`src/rtl/nes_bus_pkg.sv`:
```
// nes_bus_pkg: CPU-side register map and OAM DMA state encoding shared by NES bus blocks.
`default_nettype none

package nes_bus_pkg;

  localparam logic [15:0] PPU_CTRL_ADDR   = 16'h2000;
  localparam logic [15:0] PPU_MASK_ADDR   = 16'h2001;
  localparam logic [15:0] PPU_STATUS_ADDR = 16'h2002;
  localparam logic [15:0] OAM_ADDR_ADDR   = 16'h2003;
  localparam logic [15:0] OAM_DATA_ADDR   = 16'h2004;
  localparam logic [15:0] PPU_SCROLL_ADDR = 16'h2005;
  localparam logic [15:0] PPU_ADDR_ADDR   = 16'h2006;
  localparam logic [15:0] PPU_DATA_ADDR   = 16'h2007;
  localparam logic [15:0] DMA_REG_ADDR    = 16'h4014;
  localparam logic [15:0] APU_STATUS_ADDR = 16'h4015;
  localparam logic [15:0] JOY1_ADDR       = 16'h4016;
  localparam logic [15:0] JOY2_ADDR       = 16'h4017;

  typedef logic [2:0] state_t;

  localparam state_t IDLE  = 3'd0;
  localparam state_t HALT  = 3'd1;
  localparam state_t ALIGN = 3'd2;
  localparam state_t READ  = 3'd3;
  localparam state_t WRITE = 3'd4;

endpackage

`default_nettype wire

```
`src/rtl/oam_dma_ctrl_if.sv`:
```
// oam_dma_ctrl_if: CPU snoop inputs plus the system-bus master signals of the OAM DMA engine.
`default_nettype none

interface oam_dma_ctrl_if;

  logic [15:0] cpu_addr;
  logic [7:0]  cpu_dout;
  logic        cpu_we;
  logic [7:0]  bus_din;
  logic        rdy;
  logic        dma_active;
  logic [15:0] bus_addr;
  logic [7:0]  bus_dout;
  logic        bus_we;

  modport master (
    input  cpu_addr, cpu_dout, cpu_we, bus_din,
    output rdy, dma_active, bus_addr, bus_dout, bus_we
  );

  modport slave (
    output cpu_addr, cpu_dout, cpu_we, bus_din,
    input  rdy, dma_active, bus_addr, bus_dout, bus_we
  );

endinterface

`default_nettype wire

```
`src/rtl/oam_dma_ctrl.sv`:
```
// oam_dma_ctrl: sprite OAM DMA; a CPU write to the DMA register halts the CPU and copies one
// source page to the PPU OAM data port, one read/write pair per two cycles, reads on even cycles.
`default_nettype none

module oam_dma_ctrl #(
  parameter logic [15:0] DMA_REG_ADDR  = nes_bus_pkg::DMA_REG_ADDR,
  parameter logic [15:0] OAM_DATA_ADDR = nes_bus_pkg::OAM_DATA_ADDR,
  parameter int          XFER_LEN_LOG2 = 8
) (
  input  wire logic       clk_ph1,
  input  wire logic       rst,
  oam_dma_ctrl_if.master  bus
);

  import nes_bus_pkg::*;

  localparam logic [XFER_LEN_LOG2-1:0] IDX_ONE = {{(XFER_LEN_LOG2-1){1'b0}}, 1'b1};

  state_t                   state;
  state_t                   state_nxt;
  logic                     parity;
  logic [7:0]               page;
  logic [XFER_LEN_LOG2-1:0] idx;
  logic [7:0]               data;
  logic                     trigger;

  assign trigger = bus.cpu_we && (bus.cpu_addr == DMA_REG_ADDR);

  // parity=1 in HALT means the following cycle is even, so READ can follow directly.
  always_comb begin
    state_nxt = IDLE;
    case (state)
      IDLE:    state_nxt = trigger ? HALT : IDLE;
      HALT:    state_nxt = parity ? READ : ALIGN;
      ALIGN:   state_nxt = READ;
      READ:    state_nxt = WRITE;
      WRITE:   state_nxt = (idx == '1) ? IDLE : READ;
      default: state_nxt = IDLE;
    endcase
  end

  always_ff @(posedge clk_ph1) begin
    if (rst) begin
      state  <= IDLE;
      parity <= 1'b0;
      page   <= '0;
      idx    <= '0;
      data   <= '0;
    end else begin
      state  <= state_nxt;
      parity <= ~parity;
      case (state)
        IDLE:    if (trigger) page <= bus.cpu_dout;
        READ:    data <= bus.bus_din;
        WRITE:   idx <= idx + IDX_ONE;
        default: ;
      endcase
    end
  end

  // Bus outputs decode only registered state, never the CPU inputs.
  always_comb begin
    bus.rdy        = 1'b1;
    bus.dma_active = 1'b0;
    bus.bus_addr   = '0;
    bus.bus_dout   = '0;
    bus.bus_we     = 1'b0;
    case (state)
      HALT, ALIGN: begin
        bus.rdy        = 1'b0;
        bus.dma_active = 1'b1;
      end
      READ: begin
        bus.rdy        = 1'b0;
        bus.dma_active = 1'b1;
        bus.bus_addr   = 16'({page, idx});
      end
      WRITE: begin
        bus.rdy        = 1'b0;
        bus.dma_active = 1'b1;
        bus.bus_addr   = OAM_DATA_ADDR;
        bus.bus_dout   = data;
        bus.bus_we     = 1'b1;
      end
      default: ;
    endcase
  end

endmodule

`default_nettype wire

```
`src/flat_wrapper.sv`:
```
// flat-port wrapper written by rule: the top's interface ports become plain ports
module oam_dma_ctrl_flat import nes_bus_pkg::*;
#(
  parameter logic [15:0] DMA_REG_ADDR  = nes_bus_pkg::DMA_REG_ADDR,
  parameter logic [15:0] OAM_DATA_ADDR = nes_bus_pkg::OAM_DATA_ADDR,
  parameter int          XFER_LEN_LOG2 = 8
)
  (clk_ph1, rst, bus_cpu_addr, bus_cpu_dout, bus_cpu_we, bus_bus_din, bus_rdy, bus_dma_active, bus_bus_addr, bus_bus_dout, bus_bus_we);
  oam_dma_ctrl_if bus_i ();
  input  wire logic clk_ph1;
  input  wire logic rst;
  input wire logic [$bits(bus_i.cpu_addr)-1:0] bus_cpu_addr;
  input wire logic [$bits(bus_i.cpu_dout)-1:0] bus_cpu_dout;
  input wire logic [$bits(bus_i.cpu_we)-1:0] bus_cpu_we;
  input wire logic [$bits(bus_i.bus_din)-1:0] bus_bus_din;
  output wire logic [$bits(bus_i.rdy)-1:0] bus_rdy;
  output wire logic [$bits(bus_i.dma_active)-1:0] bus_dma_active;
  output wire logic [$bits(bus_i.bus_addr)-1:0] bus_bus_addr;
  output wire logic [$bits(bus_i.bus_dout)-1:0] bus_bus_dout;
  output wire logic [$bits(bus_i.bus_we)-1:0] bus_bus_we;
  assign bus_i.cpu_addr = bus_cpu_addr;
  assign bus_i.cpu_dout = bus_cpu_dout;
  assign bus_i.cpu_we = bus_cpu_we;
  assign bus_i.bus_din = bus_bus_din;
  assign bus_rdy = bus_i.rdy;
  assign bus_dma_active = bus_i.dma_active;
  assign bus_bus_addr = bus_i.bus_addr;
  assign bus_bus_dout = bus_i.bus_dout;
  assign bus_bus_we = bus_i.bus_we;
  oam_dma_ctrl #(.DMA_REG_ADDR(DMA_REG_ADDR), .OAM_DATA_ADDR(OAM_DATA_ADDR), .XFER_LEN_LOG2(XFER_LEN_LOG2)) u_core (.clk_ph1(clk_ph1), .rst(rst), .bus(bus_i));
endmodule
```
`config.mk`:
```
export PLATFORM = sky130hd
export DESIGN_NAME = oam_dma_ctrl_flat
export DESIGN_NICKNAME = d
export VERILOG_FILES = /design/src/rtl/nes_bus_pkg.sv /design/src/rtl/oam_dma_ctrl_if.sv /design/src/rtl/oam_dma_ctrl.sv /design/src/flat_wrapper.sv
export SDC_FILE = /design/constraint.sdc
export NUM_CORES = 1
export LEC_CHECK = 0
export ABC_AREA = 0
export CAP_MARGIN = 20
export CORE_MARGIN = 3
export CORE_UTILIZATION = 40
export DETAILED_ROUTE_END_ITERATION = 8
export PLACE_DENSITY = 0.76
export SYNTH_ARGS = -nofsm -noshare
export SYNTH_HDL_FRONTEND = slang
export SYNTH_SLANG_ARGS = --single-unit
```
`constraint.sdc`:
```
create_clock -name clk_ph1 -period 1.5 [get_ports clk_ph1]
set_input_delay 0.3 -clock clk_ph1 [delete_from_list [all_inputs] [get_ports clk_ph1]]
set_output_delay 0.3 -clock clk_ph1 [all_outputs]
set_load 0.01 [all_outputs]
```
==> impl_metrics.env <==
export IMPL_status="finished, violations left"
export IMPL_failed_checks="negative setup slack"
export IMPL_clk_latency_ns=0.33
export IMPL_timing_rr_start="u_core.state[2]"
export IMPL_syn_nets=205
export IMPL_cp_slowest_cell="dfxtp_4"
export IMPL_grt_pass1_vias=1434
export IMPL_start_kind="flop"
export IMPL_required_ns=1.20
export IMPL_wire_per_inst_um=14.1
export IMPL_max_freq_mhz=576
export IMPL_wl_mm=4.14
export IMPL_drt_antenna_violating_nets=0
export IMPL_viasPerCell=4.97
export IMPL_fp_row_count=20
export IMPL_whs_endpoint="u_core.parity"
export IMPL_setup_viol_count_final=28
export IMPL_fin_area_sq_mm=0.00246
export IMPL_overflow=0
export IMPL_drc=0
export IMPL_cts_tree="done"
export IMPL_drt_iter0_drc=41
export IMPL_skew_ns=0.00691
export IMPL_start_util=0.434
export IMPL_grt_first_pass_wirelength_mm=6.31
export IMPL_ys_types=32
export IMPL_tightest_slew_ns=0.355
export IMPL_critPathMaxStageDelay_ns=0.39
export IMPL_dr_pass1_iters=4
export IMPL_place_port_buffers=61
export IMPL_hold_slack_ns=0.454
export IMPL_slew_headroom=0.763
export IMPL_cp_arrival_ns=1.44
export IMPL_cp_cell_sequence="nor3b_4 -> buf_2 -> buf_6 -> and2_1 -> buf_2"
export IMPL_die_w_um=64.7
export IMPL_p_leak_nw=1.01
export IMPL_grt_antenna_before_repair=0
export IMPL_syn_inst=169
export IMPL_syn_area_sq_mm=0.00138
export IMPL_fin_crit_sh=1.16
export IMPL_die_area_sq_mm=0.00419
export IMPL_powerDensity_mw_per_mm2=558
export IMPL_die_height_um=64.7
export IMPL_cap_violations=0
export IMPL_whs_path_depth=1
export IMPL_rsz0062_at_grt="true"
export IMPL_crit_top_cell="buf_2"
export IMPL_ir_worst_vdd_v=0.000338
export IMPL_antenna_cells=0
export IMPL_min_delay_start="u_core.parity"
export IMPL_hold_viol_final=0
export IMPL_finalMaxSlewViolations=0
export IMPL_clkSlewWorstSetupHoldPaths_ns=0.15
export IMPL_cts_hold_buf=0
export IMPL_grtUsageTotal=0.187
export IMPL_placed_area_sq_mm=0.00214
export IMPL_ys_warn_count=0
export IMPL_cts_root_buf="clkbuf_4"
export IMPL_p_total_mw=1.37
export IMPL_r2r_cells=6
export IMPL_hp_class="flop to flop"
export IMPL_area_growth_syn_to_layout_pct=78.6
export IMPL_ios=62
export IMPL_reg2reg_to="u_core.state[0]"
export IMPL_nNetsFinal=286
export IMPL_cts_buffers=3
export IMPL_dp_hpwl_mm=2.67
export IMPL_gp_congestion=0.742
export IMPL_grt_max_degree=37
export IMPL_fillers=234
export IMPL_ys_ff_latch=28
export IMPL_htree_levels=1
export IMPL_r2r_setup_slack_ns=-0.01
export IMPL_clock_sinks=28
export IMPL_path_max_fanout=3
export IMPL_drive_gt1_frac=0.426
export IMPL_fin_crit_ns=1.74
export IMPL_setup_slack_ns=-0.235
export IMPL_synth_area_per_cell_sq_um=8.16
export IMPL_tns_ns=-3.99
export IMPL_num_vias=1456
export IMPL_seqCellArea_sq_um=569
export IMPL_core_sq_mm=0.00318
export IMPL_clockBufferDepth=2
export IMPL_multi_input_area_sq_um=965
export IMPL_crit_type="flop to output pin"
export IMPL_end_kind="output pin"
export IMPL_synth_seq_area_share=0.407
==> kinds of logic (layout without fill, tap and decap cells) <==
family          count (synthesis)  after routing  share of synthesized area
xor+xnor                        8              8                     0.0508
buf+inv                        11             90                     0.0372
simple gates                   91             92                      0.368
fa+ha+maj                       1              1                    0.00907
compound gates                 28             28                      0.113
mux                             2              2                     0.0145
flops                          28             28                      0.407
==> worst max path at each step <==
stage | from | to | slack (ns)
after CTS | u_core.state[0] | bus_bus_dout[5] | -0.21
final | u_core.state[1] | bus_bus_dout[1] | -0.24
after global placement | bus_cpu_addr[14] | u_core.state[0] | -0.30
after detailed placement | bus_cpu_addr[14] | u_core.page[7] | -0.36
after floorplan | u_core.state[0] | bus_bus_addr[0] | 0.04
after global routing | u_core.state[1] | bus_bus_dout[5] | -0.32
==> synth_stat cells (all sizes together) <==
| master | n | area share |
|---|---|---|
| nor3b | 1 | 0.0054 |
| a21o | 2 | 0.011 |
| dfxtp | 28 | 0.41 |
| nand4 | 3 | 0.014 |
| a221oi | 1 | 0.0064 |
| nor2b | 8 | 0.036 |
| mux2i | 2 | 0.015 |
| or2 | 2 | 0.0091 |
| ha | 1 | 0.0091 |
| nor4b | 2 | 0.017 |
| and3 | 1 | 0.0045 |
| xnor2 | 2 | 0.013 |
| buf | 3 | 0.015 |
| a21oi | 8 | 0.029 |
| nor4bb | 1 | 0.0073 |
| and4 | 1 | 0.0064 |
| and2 | 23 | 0.10 |
| nand3 | 5 | 0.022 |
| clkbuf | 6 | 0.016 |
| nand2b | 9 | 0.041 |
| xor2 | 6 | 0.038 |
| nor2 | 13 | 0.035 |
| a31oi | 1 | 0.0091 |
| nand2 | 21 | 0.057 |
| nor4 | 1 | 0.0091 |
| inv | 2 | 0.0054 |
| o21ai | 16 | 0.058 |
==> sequential cells by signal, summed over array words and instances, names as in the netlist <==
register       cells
u_core.state       3
u_core.page        8
u_core.idx         8
u_core.data        8
u_core.parity      1
==> power breakdown <==
part / internal [mW] / leakage (nW) / total, mW / switching [mW]
Combinational: 0.0953 / 0.755 / 0.135 / 0.0402
Sequential: 0.742 / 0.228 / 0.744 / 0.00122
Clock: 0.270 / 0.0279 / 0.495 / 0.225
Total: 1.11 / 1.01 / 1.37 / 0.266
==> layer usage <==
metal / GRT usage / wire length [um] / up-vias
li1: - / - / 725
met1: 0.225 / 1750 / 673
met2: 0.338 / 2140 / 54
met3: 0.0243 / 219 / 4
met4: 0.0633 / 40 / 0
met5: 0 / 0 / -
==> through the flow <==
stage | std cells | util | worst slack, ns
2_1_floorplan | 169 | - | 0.0423
3_3_place_gp | 281 | 0.673 | -0.300
3_5_place_dp | 281 | 0.673 | -0.363
4_1_cts | 293 | 0.704 | -0.211
5_1_grt | 293 | 0.775 | -0.325
6_report | 293 | 0.775 | -0.235
==> cell usage in the layout (no fill, tap or decap), types with 9 or more instances in the layout <==
master	netlist	layout
and2_4	0	19
nand2b_1	9	9
nand2_1	21	20
buf_6	1	26
o21ai_2	0	14
clkdlybuf4s50_1	0	34
dfxtp_1	28	25
nor2_1	13	11
buf_4	0	14
==> repair_timing <==
action / CTS / global route
buffers inserted: 7 / 1
setup endpoints to repair: 36 / 36
pin swaps: 15 / 21
gates resized for setup: 144 / 57
cloned: 2 / 0
==> area by class of cell <==
class,instances,share of cell area
Sequential cell,28,0.231
Timing Repair Buffer,84,0.330
Tap cell,44,0.0224
Clock buffer,3,0.00915
Clock inverter,1,0.0122
Multi-Input combinational cell,131,0.392
Inverter,2,0.00305
==> worst max-delay path: cells and delay by family, from the launching register on <==
family,cells,cell delay (ns)
AND/OR/NAND/NOR,2,0.34
buffers and inverters,3,0.38
flip-flops,1,0.39
(Power assumes the default switching activity.)
